$ cat config.mk
export PLATFORM = sky130hd
export DESIGN_NAME = apb_reg_bridge
export DESIGN_NICKNAME = d
export VERILOG_FILES = /design/src/rtl/apb_reg_bridge.sv
export SDC_FILE = /design/constraint.sdc
export NUM_CORES = 1
export LEC_CHECK = 0
export ABC_AREA = 0
export BUFFER_PORTS_ARGS = -buffer_cell sky130_fd_sc_hd__buf_2
export CAP_MARGIN = 20
export CELL_PAD_IN_SITES_DETAIL_PLACEMENT = 0
export CELL_PAD_IN_SITES_GLOBAL_PLACEMENT = 1
export CORE_ASPECT_RATIO = 1.2
export CORE_UTILIZATION = 30
export CTS_BUF_LIST = sky130_fd_sc_hd__clkbuf_8
export DETAILED_ROUTE_END_ITERATION = 12
export GPL_TIMING_DRIVEN = 1
export PLACE_DENSITY = 0.7
export SKIP_CTS_REPAIR_TIMING = 1
export SLEW_MARGIN = 20
export SYNTH_ARGS = -nofsm -noshare
export SYNTH_HDL_FRONTEND = slang
export SYNTH_SLANG_ARGS = --single-unit
$ cat constraint.sdc
create_clock -name sysclk_i -period 1.5 [get_ports sysclk_i]
set_input_delay 0.225 -clock sysclk_i [delete_from_list [all_inputs] [get_ports sysclk_i]]
set_output_delay 0.225 -clock sysclk_i [all_outputs]
set_load 0.01 [all_outputs]
$ cat src/rtl/apb_reg_bridge.sv
// APB3/APB4 slave front-end producing single-cycle register-port strobes.
// Ports: sysclk_i/reset_n_i, APB slave (psel/penable/pwrite/paddr/pwdata/
// pstrb -> pready/prdata/pslverr), register port (wr_ena/wr_addr/
// wr_byte_sel/wr_data, rd_ena/rd_addr, rd_data_i one cycle after rd_ena).
module apb_reg_bridge #(
  parameter int PADDR_W    = 12,
  parameter int REG_ADDR_W = 4,
  parameter int NUM_REGS   = 2
) (
  input  logic                  sysclk_i,
  input  logic                  reset_n_i,
  input  logic                  psel_i,
  input  logic                  penable_i,
  input  logic                  pwrite_i,
  input  logic [PADDR_W-1:0]    paddr_i,
  input  logic [31:0]           pwdata_i,
  input  logic [3:0]            pstrb_i,
  output logic                  pready_o,
  output logic [31:0]           prdata_o,
  output logic                  pslverr_o,
  output logic                  wr_ena_o,
  output logic [REG_ADDR_W-1:0] wr_addr_o,
  output logic [3:0]            wr_byte_sel_o,
  output logic [31:0]           wr_data_o,
  output logic                  rd_ena_o,
  output logic [REG_ADDR_W-1:0] rd_addr_o,
  input  logic [31:0]           rd_data_i
);

  typedef enum logic [1:0] {
    IDLE,
    ISSUE,
    RDWAIT,
    DONE
  } state_e;

  localparam int IW = REG_ADDR_W - 2;
  localparam logic [IW:0] NREGS = (IW+1)'(NUM_REGS);

  state_e                state_q, state_d;
  logic                  write_q, write_d;
  logic                  err_q, err_d;
  logic                  pready_q, pready_d;
  logic                  pslverr_q, pslverr_d;
  logic [31:0]           prdata_q, prdata_d;
  logic                  wr_ena_q, wr_ena_d;
  logic                  rd_ena_q, rd_ena_d;
  logic [REG_ADDR_W-1:0] wr_addr_q, wr_addr_d;
  logic [REG_ADDR_W-1:0] rd_addr_q, rd_addr_d;
  logic [3:0]            bsel_q, bsel_d;
  logic [31:0]           wdata_q, wdata_d;
  logic                  err;
  logic                  setup;

  // Out-of-window, misaligned or unimplemented word index.
  assign err = (|paddr_i[PADDR_W-1:REG_ADDR_W])
             | (|paddr_i[1:0])
             | ({1'b0, paddr_i[REG_ADDR_W-1:2]} >= NREGS);

  assign setup = psel_i & ~penable_i;

  always_comb begin
    state_d   = state_q;
    write_d   = write_q;
    err_d     = err_q;
    pready_d  = 1'b0;
    pslverr_d = 1'b0;
    prdata_d  = prdata_q;
    wr_ena_d  = 1'b0;
    rd_ena_d  = 1'b0;
    wr_addr_d = wr_addr_q;
    rd_addr_d = rd_addr_q;
    bsel_d    = bsel_q;
    wdata_d   = wdata_q;
    unique case (state_q)
      IDLE: begin
        if (setup) begin
          state_d   = ISSUE;
          write_d   = pwrite_i;
          err_d     = err;
          wr_addr_d = paddr_i[REG_ADDR_W-1:0];
          rd_addr_d = paddr_i[REG_ADDR_W-1:0];
          wdata_d   = pwdata_i;
          if (pwrite_i) bsel_d = pstrb_i;
          wr_ena_d  = pwrite_i & ~err & (|pstrb_i);
          rd_ena_d  = ~pwrite_i & ~err;
        end
      end
      ISSUE: begin
        if (!psel_i) begin
          state_d = IDLE;
        end else if (write_q || err_q) begin
          state_d   = DONE;
          pready_d  = 1'b1;
          pslverr_d = err_q;
          // Illegal reads return zero.
          if (!write_q) prdata_d = '0;
        end else begin
          state_d = RDWAIT;
        end
      end
      RDWAIT: begin
        if (!psel_i) begin
          state_d = IDLE;
        end else begin
          state_d  = DONE;
          pready_d = 1'b1;
          prdata_d = rd_data_i;
        end
      end
      DONE: begin
        state_d = IDLE;
      end
      default: begin
        state_d = IDLE;
      end
    endcase
  end

  always_ff @(posedge sysclk_i or negedge reset_n_i) begin
    if (!reset_n_i) begin
      state_q   <= IDLE;
      write_q   <= 1'b0;
      err_q     <= 1'b0;
      pready_q  <= 1'b0;
      pslverr_q <= 1'b0;
      prdata_q  <= '0;
      wr_ena_q  <= 1'b0;
      rd_ena_q  <= 1'b0;
      wr_addr_q <= '0;
      rd_addr_q <= '0;
      bsel_q    <= '0;
      wdata_q   <= '0;
    end else begin
      state_q   <= state_d;
      write_q   <= write_d;
      err_q     <= err_d;
      pready_q  <= pready_d;
      pslverr_q <= pslverr_d;
      prdata_q  <= prdata_d;
      wr_ena_q  <= wr_ena_d;
      rd_ena_q  <= rd_ena_d;
      wr_addr_q <= wr_addr_d;
      rd_addr_q <= rd_addr_d;
      bsel_q    <= bsel_d;
      wdata_q   <= wdata_d;
    end
  end

  assign pready_o      = pready_q;
  assign pslverr_o     = pslverr_q;
  assign prdata_o      = prdata_q;
  assign wr_ena_o      = wr_ena_q;
  assign wr_addr_o     = wr_addr_q;
  assign wr_byte_sel_o = bsel_q;
  assign wr_data_o     = wdata_q;
  assign rd_ena_o      = rd_ena_q;
  assign rd_addr_o     = rd_addr_q;

endmodule

* After elaboration in Yosys (flattened, before gate mapping) *
Cells that the tools add are included.
W data, S select, Z words.

storage, ports and cells
  word-level logic and storage cells = 59
  output and inout port bits = 80
  input bits = 85
  bits in registers = 80

operators by class
  reduce and logical (&&, ||, !) cells = 9
  mux-type cells = 21
  bitwise gates (word level) = 9
  order comparisons = 1
  equal/unequal tests = 8

operators with widths
  operator              number
  $mux W32              4
  $pmux W32 S2          1
  $mux W1               11
  $ne A2 B2 Y1 const B  5
  $pmux W2 S4           1
  $reduce_or A8 Y1      1
  $mux W2               3
  $reduce_and A5 Y1     1
  $and A1 B1 Y1         4
  $eq A2 B2 Y1 const B  2
  $reduce_or A4 Y1      1
  $not A1 Y1            3
  $reduce_and A3 Y1     1
  $eq A2 B1 Y1 const B  1
  $ge A2 B2 Y1 const B  1
  $logic_not A2 Y1      1
  $or A1 B1 Y1          2
  $pmux W1 S2           1
  $reduce_and A2 Y1     1
  $reduce_bool A2 Y1    1
  $reduce_or A2 Y1      1
  $logic_or A1 B1 Y1    1

* Longest topological paths before layout *
Gate-level depths: netlist (run 1).

  word-level depth = 8
  gate-level depth with buffers = 6
  mapped depth without buffers = 5

* Least setup slack after synthesis (run 1) *
OpenSTA, ideal clock, no wires.

  kind = reg-to-reg
  from = register state_q[0]
  to = register err_q
  cell stages (with the launch flop) = 6
  path slack = 0.076 ns
  data arrival time = 1.299 ns
  cell sequence = dfrtp_1 > inv_1 > ha_1 > nand3b_1 > buf_2 > mux2_2

on the way
  word-level cells in the longest chain between the ends = 2

ends and longest elaborated chain
  item                         line  text
  start, declared              40    state_e state_q, state_d;
  start signal, assigned       135   state_q <= state_d;
  $logic_not A2 Y1             75    unique case (state_q)
  $reduce_and A2 Y1 (no line)  -
  end signal, assigned         137   err_q <= err_d;
  end, declared                42    logic err_q, err_d;

Every way passes these cells.
A chain may end at the register's enable or synchronous reset.

* Worst setup path in the final report (run 1) *
  from = register state_q[1]
  to = register wdata_q[11] (netlist: wr_data_o[11])

on the way
  word-level cells in the longest chain between the ends = 2

ends and longest elaborated chain
  item                         line  text
  $logic_not A2 Y1             75
  $reduce_and A2 Y1 (no line)  -
  end signal, assigned         146   wdata_q <= wdata_d;
  end, declared                51    logic [31:0] wdata_q, wdata_d;

Every way passes these cells.

==> impl_metrics.json, run 1 <==
{
  "relSlewSlack": 0.725,
  "nets": 463,
  "fin_crit_sh": 1.00,
  "synth-seq-cells": 80,
  "finalCriticalPeriod_ps": 1510,
  "cts_tree": "done",
  "ant_nets": 0,
  "synth_top_cell_area_share": 0.655,
  "clockBufferDepth": 2,
  "die_w_um": 94.1,
  "slowest_delay_ps": 400,
  "failed_checks": "setup timing",
  "grt_antenna_before_repair": 0,
  "core_area_mm2": 0.00996,
  "grt_max_degree": 81,
  "htree_levels": 3,
  "crit_family": "flip-flops",
  "clock.fmax_ghz": 0.664,
  "fillerInstances": 991,
  "initial_core_util": 0.307,
  "endpoint_kind": "flip-flop",
  "crit_type": "reg2reg",
  "gp_congestion": 0.674,
  "cts_root_buf": "clkbuf_8",
  "route.vias.total": 2289,
  "hold_viol": 0,
  "maxCapViolCount": 0,
  "post_drt_wl_per_cell_um": 13.8,
  "syn-num-nets": 288,
  "peakVddDrop_mv": 0.744,
  "num_antenna_cells": 0,
  "seq_area_frac_synth": 0.655,
  "status": "finished with violations",
  "worstSkewPairLatency_ps": 350,
  "final_layout_size_suffix_gt1_frac": 0.625,
  "critPathArrivalTime_ps": 1740,
  "clock-skew-final_ps": 5.34,
  "cts_sinks": 80,
  "dieArea_mm2": 0.0106,
  "slew_violations": 0,
  "cp_num_buf_inv": 2,
  "setup_violations": 1,
  "die_h_um": 113,
  "grt_setup_unrepaired": "true",
  "hp-class": "in2reg",
  "cp-start-kind": "flip-flop",
  "routed_wl_um": 6980,
  "place_area_mm2": 0.00407,
  "syn2layout_area_growth_pct": 42.4,
  "dp_slack_ps": -3.41,
  "grt_pass1_wl_um": 10400,
  "yosys.area.top_type": "dfrtp_1",
  "first_iter_violations": 59,
  "track_usage": 0.129,
  "drtPass1Iterations": 4,
  "drc_errors": 0,
  "yosysWarnings": 0,
  "ios": 165,
  "numCtsBuffers": 9,
  "setup_slack_ps": -6.53,
  "place_hpwl_um": 4770,
  "cp_cell_sequence": "inv_2 -> ha_2 -> nand3b_1 -> buf_12 -> mux2_1",
  "synth_area_mm2": 0.00306,
  "setup_tns_ps": -6.53,
  "critPathMaxFanout": 25,
  "syn_avg_cell_area_um2": 15.3,
  "crit_slowest_cell": "dfrtp_1",
  "postLayoutCoreUtil": 0.437,
  "grt_overflow": 0,
  "required_ps": 1730,
  "synthCells": 200,
  "p_leak_nw": 2.29,
  "tightest_slew_ps": 412,
  "grt_pass1_vias": 2195,
  "clk_pin_slew_worst_paths_ps": 80,
  "io_buffers": 164,
  "finish.instance_area_mm2": 0.00435,
  "synthDistinctLibCells": 21,
  "rows": 40,
  "power_density_mw_per_mm2": 2000,
  "viasPerCell": 4.53,
  "yosys-top-cells-area": "dfrtp_1 (66%), mux2_2 (13%), a22o_1 (9.2%)"
}
-- layout make-up --
class	instances	area, µm²	area share
Inverter	3	11.3	0.00259
Clock buffer	11	151	0.0348
Multi-Input combinational cell	102	963	0.221
Clock inverter	4	21.3	0.00489
Tap cell	126	158	0.0362
Timing Repair Buffer	179	1040	0.240
Sequential cell	80	2000	0.460
-- worst register-to-register path, delay by kind of cell (launching register included) --
kind,cells,cell delay [ps]
buf+inv,2,320
mux,1,320
simple gates,1,180
fa+ha+maj,1,180
flops,1,400
-- registers in the layout, indices dropped and copies added, names as in the netlist --
signal / flops
rd_ena_o: 1
write_q: 1
state_q: 2
wr_byte_sel_o: 4
prdata_o: 32
wr_data_o: 32
wr_ena_o: 1
pslverr_o: 1
err_q: 1
rd_addr_o: 4
pready_o: 1
-- per-layer routing --
layer | global-route usage | up-vias | share of wire
li1 | - | 1075 | -
met1 | 0.156 | 1110 | 0.41
met2 | 0.205 | 95 | 0.51
met3 | 0.0420 | 9 | 0.067
met4 | 0.0626 | 0 | 0.012
met5 | 0 | - | 0
-- power by group --
part / internal, mW / switching (mW) / total [mW]
clock: 0.671 / 0.724 / 1.39
combinational: 1.96 / 1.69 / 3.65
sequential: 3.18 / 0.488 / 3.66
total: 5.81 / 2.90 / 8.71
-- final timing paths --
check                              start       endpoint  slack, ps  depth (start not counted)
setup / recovery              state_q[1]  wr_data_o[11]         -7                          5
hold / removal                  pwrite_i       rd_ena_o         60                          2
setup reg to reg              state_q[1]  wr_data_o[11]         -7                          5
hold reg to reg            wr_data_o[17]  wr_data_o[17]        490                          1
max in group asynchronous      reset_n_i   wr_data_o[6]        730                          3
min in group asynchronous      reset_n_i    prdata_o[0]        450                          3
-- placed cells by master, fill, tap and decap left out --
cell	instances
buf_2	163
dfrtp_1	80
mux2_2	36
a22o_1	32
clkbuf_8	11
buf_4	6
mux2_1	5
buf_12	5
o21ai_0	4
inv_1	3
nand2b_1	3
nor4_1	3
nor3_1	3
and3_1	2
nand3_1	2
nand2_2	2
nand2_1	2
ha_2	2
clkinv_2	2
clkbuf_16	2
buf_6	2
inv_2	1
nand3b_1	1
nand4b_1	1
a21oi_2	1
o22a_4	1
a31o_2	1
ha_4	1
clkinvlp_4	1
dlygate4sd3_1	1
-- synthesized netlist by cell type --
master and count:
dfrtp_1 80, mux2_2 36, a22o_1 32, buf_2 6
buf_4 6, mux2_1 5, nand2_1 4, o21ai_0 4
buf_6 3, ha_1 3, inv_1 3, nand2b_1 3
nor3_1 3, nor4_1 3, and3_1 2, nand3_1 2
a21oi_2 1, a31o_2 1, nand3b_1 1, nand4b_1 1
o22a_2 1
-- kinds of logic after synthesis --
| logic type | count (synthesis) | synth area share |
|---|---|---|
| fa+ha+maj | 3 | 0.0123 |
| buf+inv | 18 | 0.0393 |
| compound gates | 39 | 0.107 |
| flops | 80 | 0.655 |
| mux | 41 | 0.151 |
| simple gates | 19 | 0.0348 |
-- stage by stage --
step | hold WS [ps] | power, mW | instances
6_report | 59.5 | 8.71 | 505
5_1_grt | 35.1 | 9.33 | 505
4_1_cts | -107 | 8.63 | 501
3_5_place_dp | 285 | 7.18 | 486
3_3_place_gp | 283 | 7.12 | 486
2_1_floorplan | -70.6 | 5.66 | 200
(Power assumes the default switching activity.)
==> run 2, diff against run 1 <==
--- a/config.mk
+++ b/config.mk
@@ -10,7 +10,6 @@
 export CAP_MARGIN = 20
 export CELL_PAD_IN_SITES_DETAIL_PLACEMENT = 0
 export CELL_PAD_IN_SITES_GLOBAL_PLACEMENT = 1
-export CORE_ASPECT_RATIO = 1.2
 export CORE_UTILIZATION = 30
 export CTS_BUF_LIST = sky130_fd_sc_hd__clkbuf_8
 export DETAILED_ROUTE_END_ITERATION = 12
==> impl_metrics.json, run 2 (synthesis results as in run 1) <==
{
  "status": "finished with violations",
  "failed_checks": "setup timing",
  "crit_slowest_cell": "dfrtp_1",
  "rr_worst_depth": 6,
  "place_hpwl_um": 4910,
  "num_antenna_cells": 0,
  "grt_max_degree": 81,
  "clock-skew-final_ps": 10.4,
  "slew_violations": 0,
  "post_drt_wl_per_cell_um": 13.5,
  "pwr-share-seq": 0.411,
  "ant_nets": 0,
  "reg2reg_slack_ps": -10,
  "drtPass1Iterations": 3,
  "grt_setup_unrepaired": "true",
  "grt_overflow": 0,
  "clock.fmax_ghz": 0.662,
  "clk_pin_slew_worst_paths_ps": 80,
  "finish.instance_area_mm2": 0.00431,
  "dieArea_mm2": 0.0106,
  "initial_core_util": 0.311,
  "track_usage": 0.131,
  "cts_root_buf": "clkbuf_8",
  "io_buffers": 164,
  "nets": 459,
  "critPathMaxFanout": 32,
  "final_layout_size_suffix_gt1_frac": 0.616,
  "worstSkewPairLatency_ps": 340,
  "pwr-share-comb": 0.384,
  "drc_errors": 0,
  "ios": 165,
  "relSlewSlack": 0.713,
  "numCtsBuffers": 9,
  "route.vias.total": 2272,
  "cp-start-kind": "flip-flop",
  "required_ps": 1720,
  "cp_num_buf_inv": 2,
  "tightest_slew_ps": 430,
  "die_h_um": 103,
  "viasPerCell": 4.47,
  "power.switching_mw": 2.89,
  "finalCriticalPeriod_ps": 1510,
  "whs_ps": 74.2,
  "crit_type": "reg2reg",
  "clockBufferDepth": 2,
  "hp-class": "in2reg",
  "grt_antenna_before_repair": 0,
  "first_iter_violations": 33,
  "die_w_um": 103,
  "hp-start": "pwrite_i",
  "swShare": 0.322,
  "slowest_delay_ps": 390,
  "htree_levels": 3,
  "cts_sinks": 80,
  "power_mw": 8.96,
  "hold_depth": 2,
  "hold_viol": 0,
  "timing.rr.start": "state_q[1]",
  "routed_wl_um": 6870,
  "p_leak_nw": 2.27,
  "crit_family": "compound AO/OA/AOI/OAI gates",
  "reg2reg_to": "prdata_o[8]",
  "endpoint_kind": "flip-flop",
  "maxCapViolCount": 0,
  "critPathArrivalTime_ps": 1730,
  "pwr-share-clk": 0.205,
  "core_area_mm2": 0.00982,
  "cts_tree": "done",
  "mostFrequentLayoutCell": "buf_2",
  "dp_cells": 492,
  "fin_crit_sh": 1.01,
  "setup_slack_ps": -10.1,
  "place_area_mm2": 0.00406,
  "whs_endpoint": "rd_ena_o",
  "grt_pass1_wl_um": 10400,
  "rows": 36,
  "gp_congestion": 0.710,
  "grt_pass1_vias": 2175,
  "peakVddDrop_mv": 0.847,
  "cp_cell_sequence": "inv_1 -> ha_2 -> nand2_1 -> o22a_2 -> buf_12 -> a22o_1",
  "syn2layout_area_growth_pct": 41.2,
  "final_cell_mix": "buf_2 (163), dfrtp_1 (80), mux2_2 (35), a22o_1 (32), clkbuf_8 (9)",
  "layout.cells.non_filler": 508,
  "setup_violations": 8,
  "power_density_mw_per_mm2": 2080,
  "p_int_mw": 6.07
}
[run 2: cell types whose count changed in the layout (fill, tap and decap cells not counted), sizes merged]
cell,previous run,this run
bufinv,0,3
clkinvlp,1,0
buf,176,174
inv,4,3
clkbuf,13,9
clkinv,2,3
[run 2: area by class of cell]
| class | instances | area, µm² |
|---|---|---|
| Fill cell | 979 | 5510 |
| Sequential cell | 80 | 2000 |
| Timing Repair Buffer | 175 | 958 |
| Multi-Input combinational cell | 102 | 942 |
| Tap cell | 133 | 166 |
| Clock buffer | 9 | 124 |
| Clock inverter | 6 | 109 |
| Inverter | 3 | 11.3 |
[run 2: worst max path at each step]
stage | start | to | depth (start not counted)
final | state_q[1] | prdata_o[8] | 6
after global routing | state_q[1] | prdata_o[8] | 6
after CTS | state_q[0] | wr_data_o[24] | 5
after detailed placement | state_q[0] | wr_data_o[24] | 5
after global placement | state_q[0] | wr_data_o[6] | 5
after floorplan | state_q[0] | err_q | 5
[run 2: per-stage QoR]
step / setup slack (ps) / setup TNS (ps) / util
global placement: 25.3 / 0 / 0.414
CTS: -28.3 / -142 / 0.437
finish: -10.1 / -26.8 / 0.439
floorplan: 76.2 / 0 / -
global route: -85.4 / -3390 / 0.439
detailed placement: -11.6 / -42.5 / 0.414
[run 2: power groups by stage]
stage | registers (mW) | logic (mW) | clock network, mW
after floorplan | 4.19 | 1.47 | 0
after global placement | 3.68 | 3.42 | 0
after detailed placement | 3.70 | 3.47 | 0
after CTS | 3.68 | 3.48 | 1.92
after global routing | 3.81 | 3.79 | 2.02
final | 3.68 | 3.44 | 1.84
[run 2: layer usage]
| metal | vias to the layer above | GRT usage | wire (µm) |
|---|---|---|---|
| met3 | 9 | 0.0475 | 591 |
| met4 | 0 | 0.0553 | 97 |
| li1 | 1064 | - | - |
| met1 | 1091 | 0.161 | 2980 |
| met5 | - | 0 | 0 |
| met2 | 108 | 0.207 | 3200 |
==> run 3, diff against run 2 <==
--- a/config.mk
+++ b/config.mk
@@ -15,7 +15,6 @@
 export DETAILED_ROUTE_END_ITERATION = 12
 export GPL_TIMING_DRIVEN = 1
 export PLACE_DENSITY = 0.7
-export SKIP_CTS_REPAIR_TIMING = 1
 export SLEW_MARGIN = 20
 export SYNTH_ARGS = -nofsm -noshare
 export SYNTH_HDL_FRONTEND = slang
==> impl_metrics.json, run 3 (synthesis results as in run 1) <==
{
  "die_w_um": 103,
  "p_leak_nw": 2.28,
  "hp-class": "in2reg",
  "grt_pass1_vias": 2190,
  "tightest_slew_ps": 431,
  "status": "finished with violations",
  "io_buffers": 164,
  "final_cell_mix": "buf_2 (163), dfrtp_1 (80), mux2_2 (35), a22o_1 (32), clkbuf_8 (9)",
  "clock-skew-final_ps": 9.53,
  "timing.rr.start": "state_q[0]",
  "mostFrequentLayoutCell": "buf_2",
  "setup_slack_ps": -25.6,
  "numCtsBuffers": 9,
  "initial_core_util": 0.311,
  "dieArea_mm2": 0.0106,
  "setup_tns_ps": -402,
  "endpoint_kind": "flip-flop",
  "drc_errors": 0,
  "gp_congestion": 0.710,
  "htree_levels": 3,
  "crit_type": "reg2reg",
  "grt_max_degree": 81,
  "slew_violations": 0,
  "post_drt_wl_per_cell_um": 13.6,
  "grt_pass1_wl_um": 10400,
  "cp-start-kind": "flip-flop",
  "hold_viol": 0,
  "required_ps": 1730,
  "nets": 459,
  "slowest_delay_ps": 400,
  "track_usage": 0.131,
  "fin_crit_sh": 1.02,
  "die_h_um": 103,
  "core_area_mm2": 0.00982,
  "critPathArrivalTime_ps": 1750,
  "relSlewSlack": 0.713,
  "whs_ps": 89.7,
  "cts_root_buf": "clkbuf_8",
  "final_layout_size_suffix_gt1_frac": 0.624,
  "routed_wl_um": 6910,
  "ant_nets": 0,
  "hold_depth": 2,
  "failed_checks": "setup timing",
  "setup_violations": 29,
  "cts_sinks": 80,
  "clk_pin_slew_worst_paths_ps": 70,
  "power_density_mw_per_mm2": 2080,
  "reg2reg_to": "wr_data_o[10]",
  "finish.instance_area_mm2": 0.00434,
  "grt_overflow": 0,
  "startpoint": "state_q[0]",
  "p_int_mw": 6.10,
  "crit_slowest_cell": "dfrtp_1",
  "dp_cells": 492,
  "clock.fmax_ghz": 0.655,
  "rows": 36,
  "reg2reg_slack_ps": -30,
  "power.switching_mw": 2.91,
  "worstSkewPairLatency_ps": 340,
  "critPathMaxFanout": 33,
  "route.vias.total": 2271,
  "pwr-share-comb": 0.387,
  "pwr-share-seq": 0.409,
  "cp_cell_sequence": "inv_2 -> ha_4 -> nand3b_1 -> buf_12 -> mux2_2",
  "rr_worst_depth": 5,
  "layout.cells.non_filler": 508,
  "endpoint": "wr_data_o[10]",
  "grt_setup_unrepaired": "true",
  "num_antenna_cells": 0,
  "postLayoutCoreUtil": 0.442,
  "ios": 165,
  "place_area_mm2": 0.00406,
  "syn2layout_area_growth_pct": 42.1,
  "first_iter_violations": 37,
  "peakVddDrop_mv": 0.847,
  "cts_tree": "done",
  "place_hpwl_um": 4910,
  "finalCriticalPeriod_ps": 1530,
  "pwr-share-clk": 0.203,
  "drtPass1Iterations": 4,
  "maxCapViolCount": 0,
  "swShare": 0.323,
  "viasPerCell": 4.47,
  "cts_setup_buffers": 0,
  "clockBufferDepth": 2,
  "grt_antenna_before_repair": 0
}
run 3: cell count changes in the layout (fill, tap and decap cells not counted):
| cell | change |
|---|---|
| ha_2 | -1 |
| nand2_1 | -1 |
| inv_1 | -1 |
| ha_4 | +2 |
| buf_6 | +1 |
| ha_1 | -1 |
| buf_4 | -1 |
| inv_2 | +1 |
| nand2_2 | +1 |
run 3: per-layer routing:
metal  GRT usage  vias to the layer above  wire length (µm)
li1            -                     1063                 -
met2       0.209                      110              3250
met4      0.0553                        0                97
met1       0.161                     1089              2970
met3      0.0475                        9               597
met5           0                        -                 0
run 3: power groups by stage:
stage / combinational (mW) / clock [mW] / sequential [mW]
after global placement: 3.42 / 0 / 3.68
after CTS: 3.49 / 1.92 / 3.68
after detailed placement: 3.47 / 0 / 3.70
final: 3.49 / 1.83 / 3.69
after global routing: 3.85 / 2.02 / 3.82
after floorplan: 1.47 / 0 / 4.19
run 3: final cells by class:
type,count,area (µm²)
multi-input cells,102,967
well taps,133,166
inverters,3,11.3
clock inverters,6,109
clock buffers,9,124
repair buffers,175,962
flip-flops and latches,80,2000
fillers,978,5480
run 3: worst min-delay path by stage:
stage                    from     endpoint  slack, ps
floorplan           reset_n_i        err_q        -70
global placement    reset_n_i  prdata_o[2]        280
detailed placement  reset_n_i  prdata_o[1]        280
CTS                  pwrite_i     rd_ena_o         60
global route         pwrite_i     rd_ena_o         60
finish               pwrite_i     rd_ena_o         90
run 3: critical path, delay by kind of cell (launching register included):
family / cells / cell delay, ps
buffers and inverters: 2 / 300
DFF: 1 / 400
and+or+nand+nor: 1 / 160
muxes: 1 / 350
adders and majority gates: 1 / 170
run 3: repair_timing:
| item | CTS | global route |
|---|---|---|
| pin swaps | 0 | 1 |
| hold endpoints to repair | 80 | 0 |
| hold buffers | 1 | 0 |
| endpoints found under the setup margin | 23 | 66 |
| resized for setup | 2 | 8 |
run 3: metrics by stage:
| step | total power, mW | setup slack (ps) |
|---|---|---|
| 6_report | 9.01 | -25.6 |
| 3_5_place_dp | 7.17 | -11.6 |
| 4_1_cts | 9.09 | 3.14 |
| 2_1_floorplan | 5.66 | 76.2 |
| 3_3_place_gp | 7.11 | 25.3 |
| 5_1_grt | 9.68 | -67.6 |
